**src/rtl/ocdve_apb_ctrl_pkg.sv**
```systemverilog
`default_nettype none
// ============================================================================
// Module      : ocdve_apb_ctrl_pkg
// Description : Shared types and helpers for the round-robin APB master.
//               Provides the controller state encoding and the sizing
//               function for the ACCESS-phase timeout counter.
// Revision    : 1.0 - initial release
// ============================================================================
package ocdve_apb_ctrl_pkg;

  // APB transfer sequencing states.
  typedef enum logic [1:0] {
    ST_IDLE   = 2'd0,
    ST_SETUP  = 2'd1,
    ST_ACCESS = 2'd2
  } apb_ctrl_state_e;

  // Width of a counter that must reach cycles-1. The result is never
  // below 1, so a disabled (0) or single-cycle timeout still yields a
  // legal vector.
  function automatic int tmo_cnt_width(input int cycles);
    return (cycles > 1) ? $clog2(cycles) : 1;
  endfunction

endpackage : ocdve_apb_ctrl_pkg
`default_nettype wire

```
**src/rtl/ocdve_rr_arbiter.sv**
```systemverilog
`default_nettype none
// ============================================================================
// Module      : ocdve_rr_arbiter
// Description : Round-robin arbiter. Picks the first requesting index at or
//               after the rotating pointer (wrapping), and moves the pointer
//               one past the winner whenever the owner accepts the grant.
// Revision    : 1.0 - initial release
// ============================================================================
module ocdve_rr_arbiter #(
  parameter int NUM_REQ = 4,
  parameter int IDX_W   = (NUM_REQ > 1) ? $clog2(NUM_REQ) : 1
) (
  input  logic               clk_i,
  input  logic               reset_i,
  input  logic [NUM_REQ-1:0] req_i,
  input  logic               advance_i,
  output logic [NUM_REQ-1:0] grant_o,
  output logic [IDX_W-1:0]   winner_o,
  output logic               any_o
);

  // Highest-priority requester for the next arbitration.
  logic [IDX_W-1:0] ptr_q;

  assign any_o = |req_i;

  // Scan from the pointer upward, wrapping; first set request wins.
  always_comb begin
    int  idx;
    logic found;
    idx      = 0;
    found    = 1'b0;
    grant_o  = '0;
    winner_o = '0;
    for (int k = 0; k < NUM_REQ; k++) begin
      idx = int'(ptr_q) + k;
      if (idx >= NUM_REQ) begin
        idx = idx - NUM_REQ;
      end
      if (!found && req_i[idx]) begin
        found        = 1'b1;
        grant_o[idx] = 1'b1;
        winner_o     = IDX_W'(idx);
      end
    end
  end

  // Rotate priority to just past the accepted winner.
  always_ff @(posedge clk_i or posedge reset_i) begin
    if (reset_i) begin
      ptr_q <= '0;
    end else if (advance_i && any_o) begin
      if (int'(winner_o) == NUM_REQ - 1) begin
        ptr_q <= '0;
      end else begin
        ptr_q <= winner_o + IDX_W'(1);
      end
    end
  end

endmodule : ocdve_rr_arbiter
`default_nettype wire

```
**src/rtl/ocdve_apb_rr_master.sv**
```systemverilog
`default_nettype none
// ============================================================================
// Module      : ocdve_apb_rr_master
// Description : APB master shared by NUM_REQ local requesters. Arbitrates
//               round-robin in IDLE, runs SETUP/ACCESS, and returns read
//               data, slave error and timeout status to the winner. All
//               outputs are registered.
// Revision    : 1.0 - initial release
// ============================================================================
module ocdve_apb_rr_master
  import ocdve_apb_ctrl_pkg::*;
#(
  parameter int NUM_REQ        = 4,
  parameter int ADDR_WIDTH     = 32,
  parameter int DATA_WIDTH     = 32,
  parameter int TIMEOUT_CYCLES = 256
) (
  input  logic                          clk_i,
  input  logic                          reset_i,
  input  logic [NUM_REQ-1:0]            req_valid_i,
  input  logic [NUM_REQ-1:0]            req_write_i,
  input  logic [NUM_REQ*ADDR_WIDTH-1:0] req_addr_i,
  input  logic [NUM_REQ*DATA_WIDTH-1:0] req_wdata_i,
  output logic [NUM_REQ-1:0]            req_grant_o,
  output logic [NUM_REQ-1:0]            rsp_valid_o,
  output logic [DATA_WIDTH-1:0]         rsp_rdata_o,
  output logic                          rsp_slverr_o,
  output logic                          rsp_timeout_o,
  output logic [ADDR_WIDTH-1:0]         paddr_o,
  output logic                          psel_o,
  output logic                          penable_o,
  output logic                          pwrite_o,
  output logic [DATA_WIDTH-1:0]         pwdata_o,
  input  logic                          pready_i,
  input  logic [DATA_WIDTH-1:0]         prdata_i,
  input  logic                          pslverr_i
);

  localparam int IDX_W = (NUM_REQ > 1) ? $clog2(NUM_REQ) : 1;
  localparam int CNT_W = tmo_cnt_width(TIMEOUT_CYCLES);
  localparam logic [CNT_W-1:0] TMO_LAST =
      CNT_W'((TIMEOUT_CYCLES == 0) ? 0 : TIMEOUT_CYCLES - 1);

  apb_ctrl_state_e         state_q;
  logic [NUM_REQ-1:0]      owner_q;
  logic [CNT_W-1:0]        tmo_cnt_q;
  logic [NUM_REQ-1:0]      req_grant_q;
  logic [NUM_REQ-1:0]      rsp_valid_q;
  logic [DATA_WIDTH-1:0]   rsp_rdata_q;
  logic                    rsp_slverr_q;
  logic                    rsp_timeout_q;
  logic [ADDR_WIDTH-1:0]   paddr_q;
  logic                    psel_q;
  logic                    penable_q;
  logic                    pwrite_q;
  logic [DATA_WIDTH-1:0]   pwdata_q;

  logic [NUM_REQ-1:0]      arb_grant;
  logic [IDX_W-1:0]        arb_winner;
  logic                    arb_any;
  logic                    arb_advance;

  // The pointer only moves when a grant is actually taken in IDLE.
  assign arb_advance = (state_q == ST_IDLE) && arb_any;

  ocdve_rr_arbiter #(
    .NUM_REQ (NUM_REQ),
    .IDX_W   (IDX_W)
  ) u_arbiter (
    .clk_i     (clk_i),
    .reset_i   (reset_i),
    .req_i     (req_valid_i),
    .advance_i (arb_advance),
    .grant_o   (arb_grant),
    .winner_o  (arb_winner),
    .any_o     (arb_any)
  );

  // Transfer sequencer: arbitrate, SETUP, ACCESS with optional timeout.
  always_ff @(posedge clk_i or posedge reset_i) begin
    if (reset_i) begin
      state_q       <= ST_IDLE;
      owner_q       <= '0;
      tmo_cnt_q     <= '0;
      req_grant_q   <= '0;
      rsp_valid_q   <= '0;
      rsp_rdata_q   <= '0;
      rsp_slverr_q  <= 1'b0;
      rsp_timeout_q <= 1'b0;
      paddr_q       <= '0;
      psel_q        <= 1'b0;
      penable_q     <= 1'b0;
      pwrite_q      <= 1'b0;
      pwdata_q      <= '0;
    end else begin
      // Grant and response are single-cycle pulses.
      req_grant_q <= '0;
      rsp_valid_q <= '0;
      case (state_q)
        ST_IDLE: begin
          if (arb_any) begin
            req_grant_q <= arb_grant;
            owner_q     <= arb_grant;
            paddr_q     <= req_addr_i[int'(arb_winner)*ADDR_WIDTH +: ADDR_WIDTH];
            pwdata_q    <= req_wdata_i[int'(arb_winner)*DATA_WIDTH +: DATA_WIDTH];
            pwrite_q    <= req_write_i[arb_winner];
            psel_q      <= 1'b1;
            state_q     <= ST_SETUP;
          end
        end
        ST_SETUP: begin
          penable_q <= 1'b1;
          tmo_cnt_q <= '0;
          state_q   <= ST_ACCESS;
        end
        ST_ACCESS: begin
          if (pready_i) begin
            rsp_valid_q   <= owner_q;
            rsp_rdata_q   <= pwrite_q ? '0 : prdata_i;
            rsp_slverr_q  <= pslverr_i;
            rsp_timeout_q <= 1'b0;
            psel_q        <= 1'b0;
            penable_q     <= 1'b0;
            state_q       <= ST_IDLE;
          end else if ((TIMEOUT_CYCLES != 0) && (tmo_cnt_q == TMO_LAST)) begin
            rsp_valid_q   <= owner_q;
            rsp_rdata_q   <= '0;
            rsp_slverr_q  <= 1'b1;
            rsp_timeout_q <= 1'b1;
            psel_q        <= 1'b0;
            penable_q     <= 1'b0;
            state_q       <= ST_IDLE;
          end else begin
            tmo_cnt_q <= tmo_cnt_q + CNT_W'(1);
          end
        end
        default: begin
          state_q <= ST_IDLE;
        end
      endcase
    end
  end

  assign req_grant_o   = req_grant_q;
  assign rsp_valid_o   = rsp_valid_q;
  assign rsp_rdata_o   = rsp_rdata_q;
  assign rsp_slverr_o  = rsp_slverr_q;
  assign rsp_timeout_o = rsp_timeout_q;
  assign paddr_o       = paddr_q;
  assign psel_o        = psel_q;
  assign penable_o     = penable_q;
  assign pwrite_o      = pwrite_q;
  assign pwdata_o      = pwdata_q;

endmodule : ocdve_apb_rr_master
`default_nettype wire

```
**config.mk**
```make
export PLATFORM = sky130hd
export DESIGN_NAME = ocdve_apb_rr_master
export DESIGN_NICKNAME = d
export VERILOG_FILES = /design/src/rtl/ocdve_apb_ctrl_pkg.sv /design/src/rtl/ocdve_rr_arbiter.sv /design/src/rtl/ocdve_apb_rr_master.sv
export SDC_FILE = /design/constraint.sdc
export NUM_CORES = 1
export LEC_CHECK = 0
export ABC_AREA = 1
export CORE_UTILIZATION = 30
export CTS_CLUSTER_DIAMETER = 200
export DETAILED_ROUTE_END_ITERATION = 10
export PLACE_DENSITY_LB_ADDON = 0.15
export SYNTH_ARGS = -nofsm -noshare
export SYNTH_HDL_FRONTEND = slang
export SYNTH_SLANG_ARGS = --single-unit
```
**constraint.sdc**
```tcl
create_clock -name clk_i -period 5.2 [get_ports clk_i]
set_clock_uncertainty 0.2 [all_clocks]
set_input_delay 1.04 -clock clk_i [delete_from_list [all_inputs] [get_ports clk_i]]
set_output_delay 1.04 -clock clk_i [all_outputs]
set_load 0.03 [all_outputs]
```
Word-level counts from Yosys, hierarchy flattened
Index checks and enable logic that the tools add are counted.

Register bits: 125. Bits of input ports: 300. Logic and storage cells: 133.

Add/subtract/negate cells: 9. Magnitude comparators: 13. Equality and inequality tests: 8. Shifts and indexed selects: 2. Muxes and demuxes: 61. Bitwise gates (word level): 3. Reduce and logical (&&, ||, !) cells: 23.

Operators by type and width (count): variable part select 128 x 8 -> 32 bit (2); two-way mux 32 bit (7); >= comparator 32 x 1 -> 1 bit, second input constant (4); < comparator 32 x 4 -> 1 bit, second input constant (4); >= comparator 32 x 4 -> 1 bit, second input constant (3); subtractor 32 x 4 -> 32 bit, second input constant (3); two-way mux 4 bit (9); two-way mux 1 bit (22); two-way mux 2 bit (8); two-way mux 8 bit (2); one-hot mux 8 bit (2 select lines) (1); OR 4 bit (3); binary-select mux 1 bit (select 2 bit) (5); logical AND 1 bit (9); adder 8 x 1 -> 8 bit, second input constant (1); demux 1 bit (select 2 bit) (4); == test 8 bit, second input constant (1); AND reduction 2 bit (4); adder 2 x 2 -> 3 bit, second input constant (2); != test 2 bit, second input constant (3); one-hot mux 2 bit (3 select lines) (1); AND reduction 3 bit (2); nonzero test 2 bit (3); == test 2 x 1 -> 1 bit, second input constant (2); other kinds (11) (14).

Logic depth before layout (Yosys ltp)
Gate-level depths: netlist (run 1).

Word-level depth: 17. Gate-level depth with buffers: 17. Depth with buffers taken out: 15.

Modules after synthesis
Synthesis (run 1) repeated with hierarchy kept, for this count alone.

Cells, all modules: 1074. Area, all modules: 7562.3 um2.

Modules (own cells, without submodules): ocdve_apb_rr_master (instances 1, cells an instance 986, area each 6931.6 um2); ocdve_rr_arbiter (instances 1, cells an instance 88, area each 630.6 um2).

Worst setup path before layout (run 1)
No wires, ideal clock.

Path kind: input port to flip-flop. From: input req_valid_i[1]. To: register paddr_q[12] (netlist: paddr_o[12]). Library setup time: 117 ps. Arrival: 2250 ps. Data required time: 4883 ps. Slack: 2633 ps. Stages on the path: 14. Path buffers: 2. Cell sequence: inv_1 > nand2_2 > nand3_2 > nand2_4 > nor2_4 > nand2_4 > nand3_1 > nand2_1 > buf_4 > buf_2 > nand3_1 > nand2_1 > nand2_1 > nand2_1.

Cells in the longest elaborated chain, start to end: 14. Elaborated cells between the ends (all ways): 28. Those cells by class: 1 x shift; 19 x mux; 8 x reduce/logical.

RTL lines: start: declaration (RTL line ocdve_apb_rr_master.sv:20) `input logic [NUM_REQ-1:0] req_valid_i,`; binary-select mux 1 bit (select 2 bit) (RTL line ocdve_rr_arbiter.sv:40) `if (!found && req_i[idx]) begin`; two-way mux 1 bit (implied by the code) (2 in a row) (RTL line ocdve_rr_arbiter.sv:40); two-way mux 1 bit (RTL line ocdve_rr_arbiter.sv:40); logical NOT 1 bit (RTL line ocdve_rr_arbiter.sv:40); logical AND 1 bit (RTL line ocdve_rr_arbiter.sv:40); two-way mux 1 bit (RTL line ocdve_rr_arbiter.sv:40); logical NOT 1 bit (RTL line ocdve_rr_arbiter.sv:40); logical AND 1 bit (RTL line ocdve_rr_arbiter.sv:40); two-way mux 1 bit (RTL line ocdve_rr_arbiter.sv:40); logical NOT 1 bit (RTL line ocdve_rr_arbiter.sv:40); logical AND 1 bit (RTL line ocdve_rr_arbiter.sv:40); two-way mux 2 bit (RTL line ocdve_rr_arbiter.sv:40); variable part select 128 x 8 -> 32 bit (RTL line ocdve_apb_rr_master.sv:104) `paddr_q <= req_addr_i[int'(arb_winner)*ADDR_WIDTH +: ADDR_WIDTH];`; end signal: assignment (RTL line ocdve_apb_rr_master.sv:104); end: declaration (RTL line ocdve_apb_rr_master.sv:52) `logic [ADDR_WIDTH-1:0] paddr_q;`.

Parallel ways exist; a longest one is shown, timed or not. The select of a mux whose other input is x is not followed. A chain may end at the register's enable or synchronous reset.

Final worst setup path (run 1)
From: register u_arbiter.ptr_q[0]. To: register paddr_q[26] (netlist: paddr_o[26]).

Cells in the longest elaborated chain, start to end: 16. Elaborated cells between the ends (all ways): 41. Those cells by class: 7 x add/sub; 4 x order compare; 1 x shift; 23 x mux; 6 x reduce/logical.

RTL lines: start: declaration (RTL line ocdve_rr_arbiter.sv:23) `logic [IDX_W-1:0] ptr_q;`; start signal: assignment (RTL line ocdve_rr_arbiter.sv:56) `ptr_q <= winner_o + IDX_W'(1);`; parallel branches: the longest is 14 deep, another holds subtractor 32 x 4 -> 32 bit; two-way mux 2 bit (*) (RTL line ocdve_rr_arbiter.sv:40); variable part select 128 x 8 -> 32 bit (*) (RTL line ocdve_apb_rr_master.sv:104).

Mark *: on every way between the ends. The select of a mux whose other input is x is not followed.

==> metrics.md, run 1 <==
| Metric | Value |
|---|---|
| Die Wd | `roughly 170 um` |
| Fill count | `2,920` |
| Leakage | `around 7.3 nW` |
| IO Pins | `a little over 400` |
| Cts bufs inserted | `17` |
| Mux contribution to synthesized area | `0` |
| Rel. slew slack | `0.273` |
| Nets | `2,044` |
| CTS max path bufs | `2` |
| Top cell type's share of synthesized area | `0.366` |
| Worst vdd ir | `about 470 uV` |
| Xor/xnor share of the synthesized area | `0.00307` |
| Largest family of logic cells by synthesized area | `simple AND/OR/NAND/NOR gates` |
| DR WL/cell | `between 15 and 20 um` |
| Commonest non-fill, non-tap cell in the layout | `nand2_1` |
| CTS clk-pin slew, worst paths | `0.06 ns` |
| Vias in the first global route | `slightly above 9k` |
| Total track usage | `0.221` |
| Row Count | `a little over 60` |
| F_max | `~0.25 GHz` |
| Vias | `~9.6k` |
| Root buf cell | `clkbuf_16` |
| RSZ-0062 raised after global routing | `false` |
| RR Endpoint | `paddr_o[26]` |
| CTS Sinks | `125` |
| Final setup TNS | `0 ns` |
| Flop-to-flop setup slack | `about 1.3 ns` |
| Area of the core | `27,900 um^2` |
| Drt total wl | `between 30 and 40 mm` |
| FF+latch area | `between 3000 and 4000 um^2` |
| YS warnings | `0` |
| Final ANT Viol Nets | `0` |
| Synth Area in Adders | `0.0102` |
| Antenna violations before repair | `4` |
| Die Area | `a little under 30,000 um^2` |
| Critical Path Start Type | `flip-flop` |
| Gpl congestion | `around 0.86` |
| R2R Path Start | `u_arbiter.ptr_q[0]` |
| Max Cap Viol | `0` |
| Post-synthesis compound-gate area fraction | `0.0372` |
| PortBufs | `around 400` |
| DR pass1 iterations | `5` |
| DR vias/cell | `between 4 and 5` |
| Status | `finished clean` |
| Drt drc | `0` |
| Worst Hold Class | `flip-flop to flip-flop` |
| Worst Hold End | `penable_o` |
| #FFs+latches synth | `125` |
| First-pass GRT wire length | `around 50 mm` |
| Min Hold Slack | `approximately 0.27 ns` |
| Kind of critical path | `flip-flop to flip-flop` |
| Largest net degree at the start of global routing | `between 70 and 80` |
| Commonest cells after routing, fill and taps aside | `nand2_1 (462), clkdlybuf4s50_1 (408), inv_1 (321)` |
| Final period util | `0.756` |
| Crit-path max FO | `48` |
| Initial DRC count | `roughly 570` |
| Area leader, netlist | `dfrtp_1` |
| CTS tree | `done` |
| Area Overhead vs Synth | `56.6%` |
| # resized after CTS | `0` |
| Post-CTS setup buffer count | `0` |
| Post-synthesis simple-gate area fraction | `0.390` |
| Mapped Area | `around 8600 um^2` |
| PwrDens | `between 600 and 700 nW/um^2` |
| CP arrival | `~4.0 ns` |
| Post-CTS Hold Buffers | `0` |
| Sequential share of the synthesized area | `0.366` |
| Synth area leaders | `dfrtp_1 (37%), nand2_1 (20%), nand3_1 (16%), inv_1 (14%), o21ai_0 (2.4%)` |
| Skew-Pair Late Insertion Delay | `around 0.41 ns` |
| Hold Path Cell Cnt | `2` |
| Final Slew Violations | `0` |
| Hold Violations, Final | `0` |
| Worst-Margin Slew | `around 1.1 ns` |
| Syn avg cell area | `roughly 6.2 um^2` |
| Grt ovf | `0` |
| Initial Util | `0.306` |
| CP Capture Type | `flip-flop` |
| Final min period | `approximately 3.9 ns` |
| Req. time, crit path | `between 5 and 6 ns` |
| Cell count after synthesis | `between 1k and 1.5k` |
| Worst Min Path Start | `penable_o` |
| Worst-case reg-to-reg path depth | `14` |
| Die height | `roughly 170 um` |
| Syn_nets | `roughly 1.7k` |
| Area occupied by multi-input gates | `about 3800 um^2` |
| Netlist cell types | `29` |
| Ratio of cells with drive above 1 in the final layout | `0.0354` |
| Htree depth | `4` |
| Detail Placement HPWL | `23.6 mm` |
| Final Setup Violations | `0` |
## synth_stat cells
| cell type | number |
|---|---|
| o21a_1 | 1 |
| dfrtp_1 | 125 |
| nand2_1 | 464 |
| a21oi_1 | 5 |
| o221ai_1 | 4 |
| nor3_1 | 1 |
| ha_1 | 7 |
| nor4_1 | 1 |
| nand3_1 | 276 |
| nand2_4 | 2 |
| buf_2 | 32 |
| o21ai_0 | 41 |
| xnor2_1 | 1 |
| buf_4 | 8 |
| nand3b_1 | 1 |
| clkbuf_1 | 28 |
| o211ai_1 | 1 |
| nor2_4 | 2 |
| inv_1 | 323 |
| nand2_2 | 3 |
| buf_1 | 2 |
| nand3_2 | 2 |
| nand4_1 | 4 |
| buf_6 | 9 |
| a21boi_0 | 1 |
| a22oi_1 | 4 |
| nor2_1 | 22 |
| inv_2 | 3 |
| xor2_1 | 2 |
## how the worst max path moves through the flow
stage | startpoint | end | slack, ns | depth (start not counted)
floorplan | reset_i | owner_q[0] | 0.63 | 1
global placement | req_valid_i[1] | pwdata_o[1] | 1.00 | 15
detailed placement | req_valid_i[1] | pwdata_o[15] | 0.95 | 15
CTS | u_arbiter.ptr_q[0] | pwdata_o[12] | 1.26 | 14
global route | u_arbiter.ptr_q[0] | pwdata_o[18] | 0.91 | 14
finish | u_arbiter.ptr_q[0] | paddr_o[26] | 1.27 | 14
## routing by layer
metal	wire, um	vias to the layer above	GRT usage
met5	13	-	0
met4	927	2	0.0850
met3	2190	48	0.0576
met2	15700	299	0.380
met1	13100	4370	0.263
li1	-	4836	-
## flip-flops by register name, indices dropped and copies added, names as in the netlist
name,flops
u_arbiter.ptr_q,2
owner_q,4
req_grant_o,4
pwdata_o,32
paddr_o,32
tmo_cnt_q,8
rsp_timeout_o,1
state_q,2
rsp_slverr_o,1
pwrite_o,1
rsp_valid_o,4
psel_o,1
penable_o,1
rsp_rdata_o,32
## power breakdown
group | internal, W | switching, W
Clock | 0.000656 | 0.000472
Combinational | 0.00224 | 0.00424
Sequential | 0.00142 | 0.000259
## area by class of cell
type                    count  area share
flip-flops and latches    125       0.234
diodes                      3    0.000561
clock inverters            14     0.00906
inverters                 326      0.0918
well taps                 378      0.0353
repair buffers            422       0.315
multi-input cells         845       0.283
clock buffers              17      0.0318
## logic make-up after synthesis
family / count (synthesis)
xor gates and xnor gates: 3
DFF: 125
adders and majority gates: 7
buffers and inverters: 405
and+or+nand+nor: 778
AOI/OAI and AO/OA: 57
## per-stage QoR
step | area, um^2 | utilization | setup slack (ns) | power [W] | instances
5_1_grt | 13400 | 0.479 | 0.912 | 0.0102 | 2130
3_3_place_gp | 12800 | 0.460 | 1.00 | 0.00817 | 2096
4_1_cts | 13400 | 0.479 | 1.26 | 0.00939 | 2127
6_report | 13400 | 0.479 | 1.27 | 0.00928 | 2130
3_5_place_dp | 12800 | 0.460 | 0.954 | 0.00822 | 2096
2_1_floorplan | 8550 | - | 0.632 | 0.00630 | 1375
## worst max-delay path, stage by stage, from the launching register on
cell and delay [ns]:
dfrtp_1 0.66, inv_2 0.22, ha_1 0.43, inv_1 0.10, nand3_1 0.09, nand2_1 0.13
a21oi_1 0.27, nand2_4 0.35, nand2_4 0.56, buf_4 0.43, nand2_1 0.11, nand3_1 0.08
nand2_1 0.06, nand2_1 0.05, nand2_1 0.06
Note: power is estimated with default switching activity, not from simulation.
==> run 2: changes to the inputs <==
Clock period 5.2 ns to 3.65 ns, I/O delays scaled along.
==> metrics.md, run 2 (synthesis results as in run 1) <==
| Metric | Value |
|---|---|
| Initial Util | `0.306` |
| Gpl congestion | `between 0.9 and 1` |
| Skew-Pair Late Insertion Delay | `~0.4 ns` |
| Fin cells | `~2.1k` |
| DR pass1 iterations | `5` |
| Root buf cell | `clkbuf_16` |
| Post-CTS Hold Buffers | `0` |
| Status | `finished clean` |
| Worst vdd ir | `711 uV` |
| Die Area | `about 30,000 um^2` |
| Leakage | `7.38 nW` |
| CP max stage cell | `dfrtp_1` |
| Worst Hold Class | `flip-flop to flip-flop` |
| Area occupied by multi-input gates | `3790 um^2` |
| Rel. slew slack | `0.557` |
| Top cell by count, worst path | `nand2_1` |
| Crit path depth | `14` |
| Antenna violations before repair | `11` |
| Worst-case reg-to-reg path depth | `14` |
| Area Overhead vs Synth | `58.9%` |
| First-pass GRT wire length | `49.6 mm` |
| Nets | `2,051` |
| Dpl cell area | `12,900 um^2` |
| Slowest Stage Delay on Critical Path | `0.55 ns` |
| Hold Path Cell Cnt | `2` |
| CP Capture Type | `flip-flop` |
| Kind of critical path | `flip-flop to flip-flop` |
| Final setup TNS | `0 ns` |
| CTS tree | `done` |
| Final min period | `3.08 ns` |
| CP arrival | `about 3.2 ns` |
| Post-CTS setup buffer count | `0` |
| Flop-to-flop setup slack | `approximately 0.57 ns` |
| CTS clk-pin slew, worst paths | `0.06 ns` |
| Critical Path Start Type | `flip-flop` |
| IO Pins | `just over 400` |
| DR WL/cell | `14.9 um` |
| Max Cap Viol | `0` |
| Cts bufs inserted | `17` |
| Htree depth | `4` |
| CP Cell Sequence | `inv_2, ha_1, inv_1, nand3_1, nand2_1, nand4_1, nand3_1, nand2_2, inv_2, buf_4, nand3_1, nand2_1, nand2_1, nand2_1` |
| Grt ovf | `0` |
| Worst-Margin Slew | `between 0.6 and 0.7 ns` |
| Vias | `slightly below 10k` |
| Buf/Inv on CP | `4` |
| Drt total wl | `roughly 32 mm` |
| Fill count | `about 2.9k` |
| CTS Sinks | `125` |
| Row Count | `61` |
| Ratio of cells with drive above 1 in the final layout | `0.0398` |
| Commonest non-fill, non-tap cell in the layout | `nand2_1` |
| FF+latch area | `~3100 um^2` |
| Detail Placement HPWL | `approximately 24 mm` |
| Crit-path max FO | `20` |
| Die height | `between 150 and 200 um` |
| PortBufs | `408` |
| Total power | `between 0.01 and 0.015 W` |
| # resized after CTS | `0` |
| DR vias/cell | `4.49` |
| Initial DRC count | `roughly 470` |
| Largest net degree at the start of global routing | `75` |
| Commonest cells after routing, fill and taps aside | `nand2_1 (462), clkdlybuf4s50_1 (408), inv_1 (321)` |
| F_max | `approximately 0.32 GHz` |
| Final Slew Violations | `0` |
| Final period util | `0.843` |
| PwrDens | `~1000 nW/um^2` |
| Area of the core | `roughly 28,000 um^2` |
| Vias in the first global route | `9,216` |
| Drt drc | `0` |
| Design area | `between 10,000 and 15,000 um^2` |
| RSZ-0062 raised after global routing | `false` |
| Die Wd | `171 um` |
| Placed insts | `about 2.1k` |
| CTS max path bufs | `2` |
| Final Setup Violations | `0` |
| Total track usage | `0.221` |
| Family with the most delay on the worst path | `buffers and inverters` |
| Req. time, crit path | `between 3 and 4 ns` |
| Final ANT Viol Nets | `0` |
| Hold Violations, Final | `0` |
==> run 2: cell count changes in the layout (fill, tap and decap cells not counted) <==
cell,previous run,this run
diode_2,3,11
buf_12,2,7
buf_4,12,14
bufinv_16,1,3
clkinv_2,5,3
clkinv_4,2,3
clkinvlp_4,3,2
inv_8,0,1
==> run 2: path summary, 6_finish.rpt <==
kind	start	endpoint
worst min register to register	penable_o	penable_o
worst max-delay path	u_arbiter.ptr_q[1]	paddr_o[11]
worst max register to register	u_arbiter.ptr_q[1]	paddr_o[11]
worst min-delay path	penable_o	penable_o
max in group asynchronous	reset_i	paddr_o[22]
min in group asynchronous	reset_i	paddr_o[31]
==> run 2: layout make-up <==
cell class | instances | share of cell area
Inverter | 326 | 0.0903
Tap cell | 378 | 0.0348
Sequential cell | 125 | 0.230
Antenna cell | 11 | 0.00203
Multi-Input combinational cell | 845 | 0.279
Timing Repair Buffer | 429 | 0.319
Clock inverter | 15 | 0.0136
Clock buffer | 17 | 0.0313
==> run 2: power by group <==
part | total, W | leakage (nW) | switching, W | internal, W
logic | 0.00942 | 5.50 | 0.00606 | 0.00335
registers | 0.00237 | 1.58 | 0.000356 | 0.00202
clock network | 0.00179 | 0.300 | 0.000707 | 0.00109
==> run 2: metal layers <==
metal  vias to the layer above  global-route usage  part of all wire
met3                        38              0.0671             0.083
met4                         0              0.0784             0.023
met5                         -                   0                 0
met1                      4401               0.257              0.40
met2                       336               0.382              0.49
li1                       4865                   -                 -
==> run 2: worst register-to-register path, delay by kind of cell (launching register included) <==
family / cells / cell delay (ns)
simple gates: 9 / 0.92
flops: 1 / 0.55
buf+inv: 4 / 0.97
fa+ha+maj: 1 / 0.38
==> run 2: per-stage QoR <==
stage / util / setup WS [ns] / hold WS, ns
2_1_floorplan: - / 1.18 / 0.257
3_3_place_gp: 0.464 / 0.438 / 0.258
3_5_place_dp: 0.464 / 0.357 / 0.259
4_1_cts: 0.485 / 0.626 / 0.275
5_1_grt: 0.486 / 0.320 / 0.287
6_report: 0.486 / 0.572 / 0.273
==> run 3: changes to the inputs <==
Clock period 3.65 ns to 2.65 ns, I/O delays scaled along.
==> metrics.md, run 3 (synthesis results as in run 1) <==
| Metric | Value |
|---|---|
| Status | `finished clean` |
| CP Capture Type | `flip-flop` |
| PwrDens | `around 1400 nW/um^2` |
| CTS max path bufs | `2` |
| Seq pwr share | `0.159` |
| First-pass GRT wire length | `~50 mm` |
| Clock power share | `0.122` |
| Detail Placement HPWL | `~25 mm` |
| Area Overhead vs Synth | `65.1%` |
| Ratio of cells with drive above 1 in the final layout | `0.0670` |
| Initial DRC count | `approximately 540` |
| DR vias/cell | `about 4.5` |
| PortBufs | `408` |
| Logic gate share of total power | `0.719` |
| Root buf cell | `clkbuf_16` |
| Final period util | `0.925` |
| Worst Hold Class | `primary input to async pin` |
| Die height | `roughly 170 um` |
| Grt ovf | `0` |
| Kind of critical path | `flip-flop to flip-flop` |
| CTS clk-pin slew, worst paths | `about 0.070 ns` |
| RSZ-0062 raised after global routing | `false` |
| Final Setup Violations | `0` |
| Worst vdd ir | `between 700 and 800 uV` |
| DR WL/cell | `around 15 um` |
| Flop-to-flop setup slack | `slightly below 0.2 ns` |
| Die Area | `between 20,000 and 30,000 um^2` |
| Largest net degree at the start of global routing | `a little over 80` |
| Cts bufs inserted | `17` |
| Worst-case reg-to-reg path depth | `16` |
| Fill count | `between 2k and 3k` |
| CP arrival | `~2.6 ns` |
| Final Util | `0.505` |
| Drt drc | `0` |
| Die Wd | `between 150 and 200 um` |
| Drt total wl | `around 32 mm` |
| Area of the core | `between 20,000 and 30,000 um^2` |
| CTS Sinks | `about 130` |
| Post-CTS setup buffer count | `0` |
| Vias | `9,864` |
| Crit-path max FO | `28` |
| DR pass1 iterations | `7` |
| Max Cap Viol | `0` |
| Commonest cells after routing, fill and taps aside | `nand2_1 (461), clkdlybuf4s50_1 (408), inv_1 (321)` |
| Total power | `0.0203 W` |
| Row Count | `61` |
| Leakage | `7.67 nW` |
| Vias in the first global route | `around 9k` |
| Htree depth | `4` |
| Nets | `approximately 2.1k` |
| IO Pins | `just over 400` |
| Total track usage | `0.221` |
| Int Pwr | `approximately 0.010 W` |
| Dpl cell area | `~13,000 um^2` |
| Critical Path Start Type | `flip-flop` |
| Psw | `roughly 0.01 W` |
| Sw Share | `0.500` |
| Rel. slew slack | `0.652` |
| Antenna violations before repair | `5` |
| Gpl congestion | `between 0.9 and 1` |
| CTS tree | `done` |
| R2R Path Start | `u_arbiter.ptr_q[0]` |
| Hold Violations, Final | `0` |
| Final Slew Violations | `0` |
| Worst-Margin Slew | `0.520 ns` |
| Initial Util | `0.306` |
| RR Endpoint | `paddr_o[24]` |
| Commonest non-fill, non-tap cell in the layout | `nand2_1` |
| F_max | `between 0.4 and 0.5 GHz` |
| Final min period | `~2.5 ns` |
| Final ANT Viol Nets | `0` |
| Skew-Pair Late Insertion Delay | `~0.4 ns` |
| Req. time, crit path | `between 2 and 3 ns` |
| Design area | `about 14,000 um^2` |
run 3: area by class of cell:
class,instances,area (um^2),area share
diodes,4,10.0,0.000709
clock buffers,18,429,0.0304
flip-flops and latches,125,3130,0.222
well taps,378,473,0.0335
clock inverters,14,183,0.0129
inverters,326,1230,0.0870
repair buffers,479,4870,0.345
multi-input cells,845,3800,0.269
run 3: timing repair:
| action | 4_1_cts | 5_1_grt |
|---|---|---|
| endpoints found under the setup margin | 0 | 22 |
| gates resized for setup | 0 | 5 |
| hold buffers | 0 | 0 |
run 3: per-stage QoR:
stage | setup slack [ns] | cells | hold WS, ns | TNS, ns
floorplan | 0.272 | 1375 | 0.257 | 0
global placement | -0.140 | 2153 | 0.259 | -6.82
CTS | 0.129 | 2185 | 0.181 | 0
detailed placement | -0.182 | 2153 | 0.264 | -9.69
finish | 0.198 | 2189 | 0.195 | 0
global route | 0.00602 | 2186 | 0.205 | 0
run 3: worst max-delay path by stage:
stage                        from            to  cells after the start
2_1_floorplan  u_arbiter.ptr_q[1]  pwdata_o[20]                     16
3_3_place_gp       req_valid_i[1]   paddr_o[24]                     14
3_5_place_dp       req_valid_i[1]   paddr_o[10]                     15
4_1_cts        u_arbiter.ptr_q[0]   paddr_o[25]                     14
5_1_grt        u_arbiter.ptr_q[0]   paddr_o[24]                     16
6_report       u_arbiter.ptr_q[0]   paddr_o[24]                     16
run 3: critical path: stages, from the launching register on:
cell and delay, ns:
dfrtp_1 0.35, inv_2 0.04, ha_1 0.34, inv_1 0.11, nand3_1 0.09, nand2_2 0.14, nor2_4 0.06, nor2_1 0.17
nand2_4 0.11, nand2_4 0.10, buf_12 0.15, buf_12 0.18, nand2_1 0.07, nand3_1 0.06, nand2_1 0.06, nand2_1 0.06
nand2_1 0.05
run 3: power by group through the flow:
stage / sequential [W] / combinational, W / clock, W
4_1_cts: 0.00324 / 0.0146 / 0.00254
2_1_floorplan: 0.00466 / 0.00770 / 0
3_3_place_gp: 0.00325 / 0.0145 / 0
5_1_grt: 0.00332 / 0.0161 / 0.00263
6_report: 0.00323 / 0.0146 / 0.00248
3_5_place_dp: 0.00324 / 0.0146 / 0
run 3: metal layers:
metal  wire length (um)  vias to the layer above  GRT usage
li1                   -                     4966          -
met2              15700                      325      0.377
met3               2290                       63     0.0620
met4                993                        2     0.0776
met1              13300                     4508      0.264
met5                 11                        -          0
